## config.mk

```make
export PLATFORM = sky130hd
export DESIGN_NAME = uart_rx
export DESIGN_NICKNAME = d
export VERILOG_FILES = /design/src/rtl/uart_rx.sv
export SDC_FILE = /design/constraint.sdc
export NUM_CORES = 1
export LEC_CHECK = 0
export BUFFER_PORTS_ARGS = -buffer_cell sky130_fd_sc_hd__clkbuf_2
export CELL_PAD_IN_SITES_DETAIL_PLACEMENT = 0
export CELL_PAD_IN_SITES_GLOBAL_PLACEMENT = 1
export CORE_ASPECT_RATIO = 2
export CORE_MARGIN = 3
export CORE_UTILIZATION = 45
export CTS_BUF_LIST = sky130_fd_sc_hd__clkbuf_4
export DETAILED_ROUTE_END_ITERATION = 16
export PLACE_DENSITY = 0.84
export SLEW_MARGIN = 10
export SYNTH_ARGS = -nofsm -noshare
export SYNTH_HDL_FRONTEND = slang
export SYNTH_SLANG_ARGS = --single-unit
```

## constraint.sdc

```tcl
create_clock -name i_clk -period 2.5 [get_ports i_clk]
set_clock_uncertainty 0.2 [all_clocks]
set_input_delay 0.125 -clock i_clk [delete_from_list [all_inputs] [get_ports i_clk]]
set_output_delay 0.125 -clock i_clk [all_outputs]
set_load 0.03 [all_outputs]
```

## src/rtl/uart_rx.sv

```systemverilog
// UART receiver: 2-flop line synchronizer, start-bit qualification, mid-bit data sampling, stop check.
// Define UART_RX_PARITY_EN to add a parity bit after the data bits and the o_parity_err output.
module uart_rx #(
  parameter int DBIT    = 8,
  parameter int SB_TICK = 16,
  parameter int OVS     = 16
`ifdef UART_RX_PARITY_EN
  , parameter bit PARITY_ODD = 1'b0
`endif
) (
  input  logic            i_clk,
  input  logic            i_reset_n,
  input  logic            i_rx,
  input  logic            i_baud_tick,
  output logic [DBIT-1:0] o_dout,
  output logic            o_rx_done_tick,
  output logic            o_frame_err,
  output logic            o_busy
`ifdef UART_RX_PARITY_EN
  , output logic          o_parity_err
`endif
);

  localparam int SMAX = (OVS > SB_TICK) ? OVS : SB_TICK;
  localparam int SW   = $clog2(SMAX);
  localparam int NW   = $clog2(DBIT) + 1;

  localparam logic [SW-1:0] S_MID  = SW'(OVS/2 - 1);
  localparam logic [SW-1:0] S_BIT  = SW'(OVS - 1);
  localparam logic [SW-1:0] S_STOP = SW'(SB_TICK - 1);
  localparam logic [NW-1:0] N_LAST = NW'(DBIT - 1);

  typedef enum logic [2:0] {
    IDLE,
    START,
    DATA,
`ifdef UART_RX_PARITY_EN
    PARITY,
`endif
    STOP
  } state_t;

  state_t          state;
  logic [SW-1:0]   s;
  logic [NW-1:0]   n;
  logic [DBIT-1:0] sreg;
  logic            rx_m, rx_s;
`ifdef UART_RX_PARITY_EN
  logic            par_bit;
`endif

  // Synchronizer resets to the idle line level so reset release never looks like a start bit.
  always_ff @(posedge i_clk or negedge i_reset_n) begin
    if (!i_reset_n) begin
      rx_m <= 1'b1;
      rx_s <= 1'b1;
    end else begin
      rx_m <= i_rx;
      rx_s <= rx_m;
    end
  end

  always_ff @(posedge i_clk or negedge i_reset_n) begin
    if (!i_reset_n) begin
      state          <= IDLE;
      s              <= '0;
      n              <= '0;
      sreg           <= '0;
      o_dout         <= '0;
      o_rx_done_tick <= 1'b0;
      o_frame_err    <= 1'b0;
`ifdef UART_RX_PARITY_EN
      par_bit        <= 1'b0;
      o_parity_err   <= 1'b0;
`endif
    end else begin
      o_rx_done_tick <= 1'b0;
      case (state)
        IDLE: begin
          // Start detection runs every clock so a start edge is caught regardless of tick phase.
          if (!rx_s) begin
            state <= START;
            s     <= '0;
          end
        end
        START: if (i_baud_tick) begin
          if (s == S_MID) begin
            if (!rx_s) begin
              state <= DATA;
              s     <= '0;
              n     <= '0;
            end else begin
              state <= IDLE;
            end
          end else begin
            s <= s + 1'b1;
          end
        end
        DATA: if (i_baud_tick) begin
          if (s == S_BIT) begin
            s    <= '0;
            sreg <= {rx_s, sreg[DBIT-1:1]};
            if (n == N_LAST) begin
`ifdef UART_RX_PARITY_EN
              state <= PARITY;
`else
              state <= STOP;
`endif
            end else begin
              n <= n + 1'b1;
            end
          end else begin
            s <= s + 1'b1;
          end
        end
`ifdef UART_RX_PARITY_EN
        PARITY: if (i_baud_tick) begin
          if (s == S_BIT) begin
            s       <= '0;
            par_bit <= rx_s;
            state   <= STOP;
          end else begin
            s <= s + 1'b1;
          end
        end
`endif
        STOP: if (i_baud_tick) begin
          if (s == S_STOP) begin
            o_dout         <= sreg;
            o_frame_err    <= ~rx_s;
            o_rx_done_tick <= 1'b1;
`ifdef UART_RX_PARITY_EN
            o_parity_err   <= ^sreg ^ par_bit ^ PARITY_ODD;
`endif
            state          <= IDLE;
          end else begin
            s <= s + 1'b1;
          end
        end
        default: state <= IDLE;
      endcase
    end
  end

  assign o_busy = (state != IDLE);

endmodule

```

# --- Yosys cells after proc, flatten, opt, wreduce, memory -nomap -nowiden ---
# Index checks and enable logic that the tools add are counted.
op_classes:
  add_sub_neg: 2
  eq_ne: 17
  muxes: 28
  bitwise_logic: 1
  reduce_logical: 9
op_table:
  columns: ["cell", "count"]
  rows:
  - ["2-to-1 mux 4 bit", 13]
  - ["2-to-1 mux 3 bit", 8]
  - ["inequality test 2 bit (second input constant)", 11]
  - ["case mux 4 bit (4 select lines)", 1]
  - ["case mux 3 bit (4 select lines)", 1]
  - ["adder 4 x 1 -> 4 bit (second input constant)", 2]
  - ["equality test 4 x 3 -> 1 bit (second input constant)", 2]
  - ["case mux 4 bit (2 select lines)", 1]
  - ["AND reduction 8 bit", 1]
  - ["AND reduction 7 bit", 1]
  - ["equality test 3 x 2 -> 1 bit (second input constant)", 2]
  - ["AND reduction 3 bit", 2]
  - ["AND reduction 5 bit", 1]
  - ["equality test 4 bit (second input constant)", 1]
  - ["nonzero test 4 bit", 1]
  - ["equality test 3 x 1 -> 1 bit (second input constant)", 1]
  - ["zero test 3 bit", 1]
  - ["2-to-1 mux 1 bit", 3]
  - ["nonzero test 3 bit", 1]
  - ["2-to-1 mux 2 bit", 1]
  - ["nonzero test 2 bit", 1]
  - ["NOT 1 bit", 1]
totals:
  regBits: 31
  in_bits: 4
  output_inout_bits: 11
  word_cells: 66

# --- Longest topological paths before layout ---
# Gate-level depths: netlist of run 1.
depth:
  word_depth: 5
  ltp_mapped: 7

# --- Least setup slack after synthesis of run 1 ---
# OpenSTA, ideal clock, no wires.
synth_timing:
  path_kind: "reg2reg"
  start: "reg state[0]"
  end: "reg s[0]"
  arrival_ps: 1619
  t_required_ps: 2175
  slack_ps: 556
  path_stages_with_launch: 8
  path_buffers: 1
  path_cell_list: "dfrtp_1 -> inv_1 -> ha_1 -> buf_6 -> or3_1 -> nand4b_1 -> nor2_1 -> mux2_2"
synth_between:
  elab_chain_cells: 3
synth_lines:
  columns: ["element", "line_no", "source"]
  rows:
  - ["start: declaration", "43", "state_t state;"]
  - ["start signal: assignment", "65", "state <= IDLE;"]
  - ["start signal: assignment", "82", "state <= START;"]
  - ["start signal: assignment", "89", "state <= DATA;"]
  - ["equality test 3 x 2 -> 1 bit, or another cell as far along", "78", "case (state)"]
  - ["nonzero test 4 bit (no source line) / inequality test 2 bit (equally long branches)", null, null]
  - ["AND reduction 5 bit (no source line)", null, null]
  - ["end signal: assignment", "96", "s <= s + 1'b1;"]
  - ["end signal: assignment", "113", "s <= s + 1'b1;"]
  - ["end signal: assignment", "137", "s <= s + 1'b1;"]
  - ["end: declaration", "44", "logic [SW-1:0] s;"]
# Several ways; a longest one is shown, not always the timed one.
# A chain may end at the register's enable or synchronous reset.

# --- Worst setup path after layout of run 1 ---
layout_timing:
  start: "reg state[0]"
  end: "reg n[1]"
layout_between:
  elab_chain_cells: 3
layout_lines:
  columns: ["element", "line_no", "source"]
  rows:
  - ["equality test 3 x 2 -> 1 bit / equality test 3 x 1 -> 1 bit (equally long branches)", "78", null]
  - ["inequality test 2 bit (no source line) / nonzero test 2 bit (equally long branches)", null, null]
  - ["AND reduction 7 bit (no source line)", null, null]
  - ["end signal: assignment", "110", "n <= n + 1'b1;"]
  - ["end: declaration", "45", "logic [NW-1:0] n;"]
# Several ways; a longest one is shown, not always the timed one.

==> flow_summary.toml, run 1 <==
[status]
status = "completed"

[logic_synthesis]
ys_types = 46
synth_area_leaders = "dfrtp_1, mux2_4, ha_1, mux2_1, dfstp_2"
syn_area_um2 = 1600
syn_avg_cell_area_um2 = 12.2
ys_ff_latch = 30
yosysTopAreaCell = "dfrtp_1"
yosysWarnings = 0
synth_edf_count = 0
netlist_instances = 131
syn_nets = 143
seq_area_frac_synth_pct = 47.1
yosys.area.top_type_share_pct = 43.8
async_flop_share_pct = 100
synth_ff_type = "dfrtp_1"

[finish]
area_growth_pct = 10.8
mostFrequentLayoutCells = "dfrtp_1, clkbuf_2, nand2_1"
final_cell_area_um2 = 1770
fin_cells = 200
fill_cells = 304
nNetsFinal = 163
drive_above_1_share_pct = 30.3
layout_commonest_cell = "dfrtp_1"
num_antenna_cells = 0

[setup_path]
startpoint_type = "flip-flop"
crit_fanout = 14
cp.required_ps = 2570
r2r-start = "state[0]"
worstPathArrival_ps = 2250
reg2reg_depth = 6
worst_r2r_endpoint = "n[1]"
r2r_setup_slack_ps = 320
critical_path_class = "flip-flop to flip-flop"
crit_path_end_kind = "flip-flop"

[cts]
cts_setup_buffers = 0
numCtsBuffers = 5
clkTransAtPathRegs_ps = 100
root_buffer = "clkbuf_4"
clock-sinks = 30
cts_resized = 0
cts_tree = "done"
holdBufCountCts = 2
clock_latency_ps = 320
htree_levels = 2
clock_path_buffers = 2

[timing]
period_needed_ps = 2180
hold_viol = 0
finalSetupViolCount = 0
rsz0062_at_grt = "no"
relSlewSlack_pct = 51.0
fin_tns_setup_ps = 0
fmax_mhz = 458
setup_ws_ps = 317
timing.final.crit_share_pct = 87.3
final_max_slew_viol_count = 0
worst_pin_slew_ps = 735

[place]
place_congestion = 0.808
portBuffers = 14
placed_cells = 190
placed_area_um2 = 1700
dp_slack_ps = 333
dpl.hpwl_um = 2260

[pwr]
seqPwrFrac_pct = 49.8
p_leak_nw = 0.885
p_int_w = 0.000732
swShare_pct = 32.5
power_density_nw_per_um2 = 612
comb_power_share_pct = 24.9
clock_power_share_pct = 25.2
switching_power_w = 0.000352
vdd_drop_max_v = 0.000357

[routing]
wl_um = 2950
vias_per_cell = 5.36
antenna_left = 0
drc = 0
vias = 1072
wl_per_cell_um = 14.8
drtPass1Iterations = 5
first_iter_violations = 10

[floorplan]
core_area_um2 = 3420
rows = 30
die_w_um = 48.2
die_area_um2 = 4350
die_h_um = 90.3
start_util_pct = 46.8
ios = 15

[global_route]
grt_overflow = 0
grt_use_total_pct = 16.6
use_met3_pct = 3.59
grt_pass1_vias = 1116
grt_antenna_before_repair = 0
use_met1_pct = 18.2
grt_max_degree = 31
grt_pass1_wl_um = 5230
busiest_layer = "met2"
met2_usage_pct = 27.6

[worst_hold_path]
hp-class = "primary input to flip-flop"
whs_path_depth = 3
hold_start = "i_baud_tick"
min_to = "sreg[1]"

[flow_run]
drv_cap = 0
==> critical path: stages (launching register included) <==
cell and delay (ps):
dfrtp_1 440, inv_1 150, ha_1 490, and3b_1 250
o2111ai_2 240, o21ai_1 220, a22o_1 140
==> cell families (layout without fill, tap and decap cells) <==
logic type / count (synthesis) / count (layout) / synth area share [%]
simple gates: 37 / 37 / 15.0
flops: 30 / 30 / 47.1
compound gates: 27 / 27 / 13.1
mux: 18 / 18 / 14.2
buf+inv: 11 / 32 / 4.30
fa+ha+maj: 8 / 8 / 6.26
==> worst max-delay path by stage <==
stage	cells after the start	slack, ps	from	end
floorplan	7	560	state[0]	s[0]
global placement	6	420	state[0]	s[0]
detailed placement	6	330	state[0]	s[0]
CTS	6	320	state[0]	s[0]
global route	6	150	state[0]	n[1]
finish	6	320	state[0]	n[1]
==> layout make-up <==
type	count	area, µm²	area share, %
Timing Repair Buffer	18	105	5.93
Sequential cell	30	753	42.5
Inverter	6	22.5	1.27
Tap cell	48	60.1	3.39
Clock buffer	5	37.5	2.12
Clock inverter	3	16.3	0.917
Multi-Input combinational cell	90	778	43.9
==> synthesized netlist by cell type (2+ instances only) <==
cell type  count
buf_6          3
a2bb2oi_1      2
mux2_4         7
nor3_1         2
dfstp_2        2
nor2_1         5
mux2_2         2
nand4b_1       3
o22a_1         2
nand2b_1       2
and3b_1        2
nand2_1        9
a21oi_1        2
nand3_1        3
ha_1           8
or3_1          3
o2bb2ai_1      2
mux2_1         8
a22o_1         2
o21ai_1        3
dfrtp_1       28
inv_1          6
o21ai_0        2
==> stage by stage <==
stage,power (W),utilization [%],hold WS [ps]
finish,0.00108,51.9,121
global route,0.00116,51.9,145
floorplan,0.000750,-,-371
CTS,0.00110,51.9,112
global placement,0.000803,49.7,3.29
detailed placement,0.000821,49.7,16.1
==> sequential cells by signal, summed over array words and instances (netlist names) <==
signal / flops
state: 2
sreg: 8
o_rx_done_tick: 1
rx_m: 1
s: 4
rx_s: 1
o_dout: 8
n: 4
o_frame_err: 1
==> power groups by stage <==
stage / Sequential (W) / Combinational [W] / Clock [W]
4_1_cts: 0.000540 / 0.000273 / 0.000288
6_report: 0.000540 / 0.000270 / 0.000274
3_5_place_dp: 0.000550 / 0.000271 / 0
2_1_floorplan: 0.000543 / 0.000207 / 0
5_1_grt: 0.000546 / 0.000303 / 0.000310
3_3_place_gp: 0.000546 / 0.000257 / 0
==> per-layer routing <==
layer  vias up  share of wire [%]  wire length, µm
li1        514                  -                -
met1       533                 38             1130
met2        19                 57             1670
met3         6                2.7               80
met4         0                2.4               71
met5         -                  0                0
No activity file was read; power rests on OpenSTA's default activity.
==> run 2: changes to the inputs <==
- CORE_UTILIZATION: 45 -> 30
- PLACE_DENSITY: 0.84 -> 0.63
==> flow_summary.toml, run 2 (same netlist as run 1, synthesis figures left out) <==
[setup_path]
worst_r2r_endpoint = "s[0]"
worstPathArrival_ps = 2300
critical_path_class = "flip-flop to flip-flop"
r2r_setup_slack_ps = 280
startpoint_type = "flip-flop"
cp.required_ps = 2580
r2r-start = "state[0]"
crit_path_end_kind = "flip-flop"
cp-startpoint = "state[0]"
reg2reg_depth = 6
crit_fanout = 14
critical_path.endpoint = "s[0]"

[routing]
drc = 0
vias = 1061
antenna_left = 0
wl_per_cell_um = 14.8
first_iter_violations = 23
wl_um = 3110
drtPass1Iterations = 4
vias_per_cell = 5.05

[cts]
clock_latency_ps = 330
clock-sinks = 30
cts_resized = 0
cts_tree = "done"
htree_levels = 2
clock_path_buffers = 2
numCtsBuffers = 5
clkTransAtPathRegs_ps = 100
root_buffer = "clkbuf_4"

[finish]
layout_commonest_cell = "dfrtp_1"
mostFrequentLayoutCells = "dfrtp_1, clkbuf_2, nand2_1"
drive_above_1_share_pct = 30.9
reg_top3 = "o_dout x8, sreg x8"
num_antenna_cells = 0
area_growth_pct = 13.1
nNetsFinal = 163

[worst_hold_path]
hp-class = "primary input to flip-flop"

[floorplan]
core_area_um2 = 5140
die_w_um = 57.6
start_util_pct = 31.1
die_area_um2 = 6300
rows = 37
ios = 15
die_h_um = 109

[global_route]
grt_max_degree = 31
grt_use_total_pct = 11.1
grt_overflow = 0
grt_pass1_vias = 1075
grt_antenna_before_repair = 0
grt_pass1_wl_um = 5220

[timing]
period_needed_ps = 2220
finalSetupViolCount = 0
final_max_slew_viol_count = 0
relSlewSlack_pct = 49.6
fmax_mhz = 450
worst_pin_slew_ps = 756
timing.final.crit_share_pct = 88.9
hold_viol = 0
rsz0062_at_grt = "no"
fin_tns_setup_ps = 0

[pwr]
seqPwrFrac_pct = 45.3
clock_power_share_pct = 31.9
p_int_w = 0.000835
p_leak_nw = 0.902
swShare_pct = 30.3
vdd_drop_max_v = 0.000369
power_w = 0.00120
switching_power_w = 0.000363
power_density_nw_per_um2 = 662
comb_power_share_pct = 22.8

[flow_run]
drv_cap = 0

[status]
status = "completed"

[place]
place_congestion = 0.738
dpl.hpwl_um = 2300
portBuffers = 14
[run 2: cell type report]
type | count | area [µm²]
fill | 492 | 3330
multi-input combinational | 90 | 778
timing repair buffer | 18 | 105
tap | 58 | 72.6
sequential | 30 | 753
clock inverter | 3 | 40.0
inverter | 6 | 22.5
clock buffer | 5 | 37.5
[run 2: stage by stage]
stage | worst slack [ps] | area (µm²) | hold slack, ps | util [%] | std cells
4_1_cts | 293 | 1810 | 112 | 35.2 | 210
3_5_place_dp | 311 | 1710 | 13.9 | 33.3 | 200
3_3_place_gp | 391 | 1710 | 12.5 | 33.3 | 200
5_1_grt | 89.5 | 1810 | 133 | 35.2 | 210
2_1_floorplan | 556 | 1600 | -371 | - | 131
6_report | 277 | 1810 | 119 | 35.2 | 210
[run 2: critical path: stages, from the launching register on]
cell	delay [ps]
dfrtp_1	450
inv_1	150
ha_1	510
o21ba_2	210
a2bb2oi_1	310
nand2b_1	190
mux2_2	150
[run 2: worst min-delay path by stage]
stage | start | slack (ps) | depth (start not counted) | to
after floorplan | i_reset_n | -370 | 0 | n[0]
after global placement | i_rx | 10 | 1 | rx_m
after detailed placement | i_rx | 10 | 1 | rx_m
after CTS | i_baud_tick | 110 | 3 | sreg[6]
after global routing | i_baud_tick | 130 | 3 | sreg[6]
final | i_baud_tick | 120 | 3 | sreg[5]
[run 2: repair_timing]
| action | CTS | global route |
|---|---|---|
| setup buffers | 0 | 0 |
| hold endpoints to repair | 29 | 0 |
| hold buffers | 2 | 0 |
[run 2: metal layers]
layer / track usage [%] / vias to the layer above / wire [µm]
li1: - / 523 / -
met1: 11.6 / 509 / 1250
met2: 19.9 / 23 / 1690
met3: 2.59 / 6 / 91
met4: 6.14 / 0 / 74
met5: 0 / - / 0
[run 2: power by group through the flow]
stage          registers [W]  logic, W  clock network [W]
5_1_grt             0.000547  0.000306           0.000425
3_5_place_dp        0.000551  0.000271                  0
2_1_floorplan       0.000543  0.000207                  0
4_1_cts             0.000542  0.000274           0.000403
3_3_place_gp        0.000546  0.000261                  0
6_report            0.000542  0.000273           0.000382
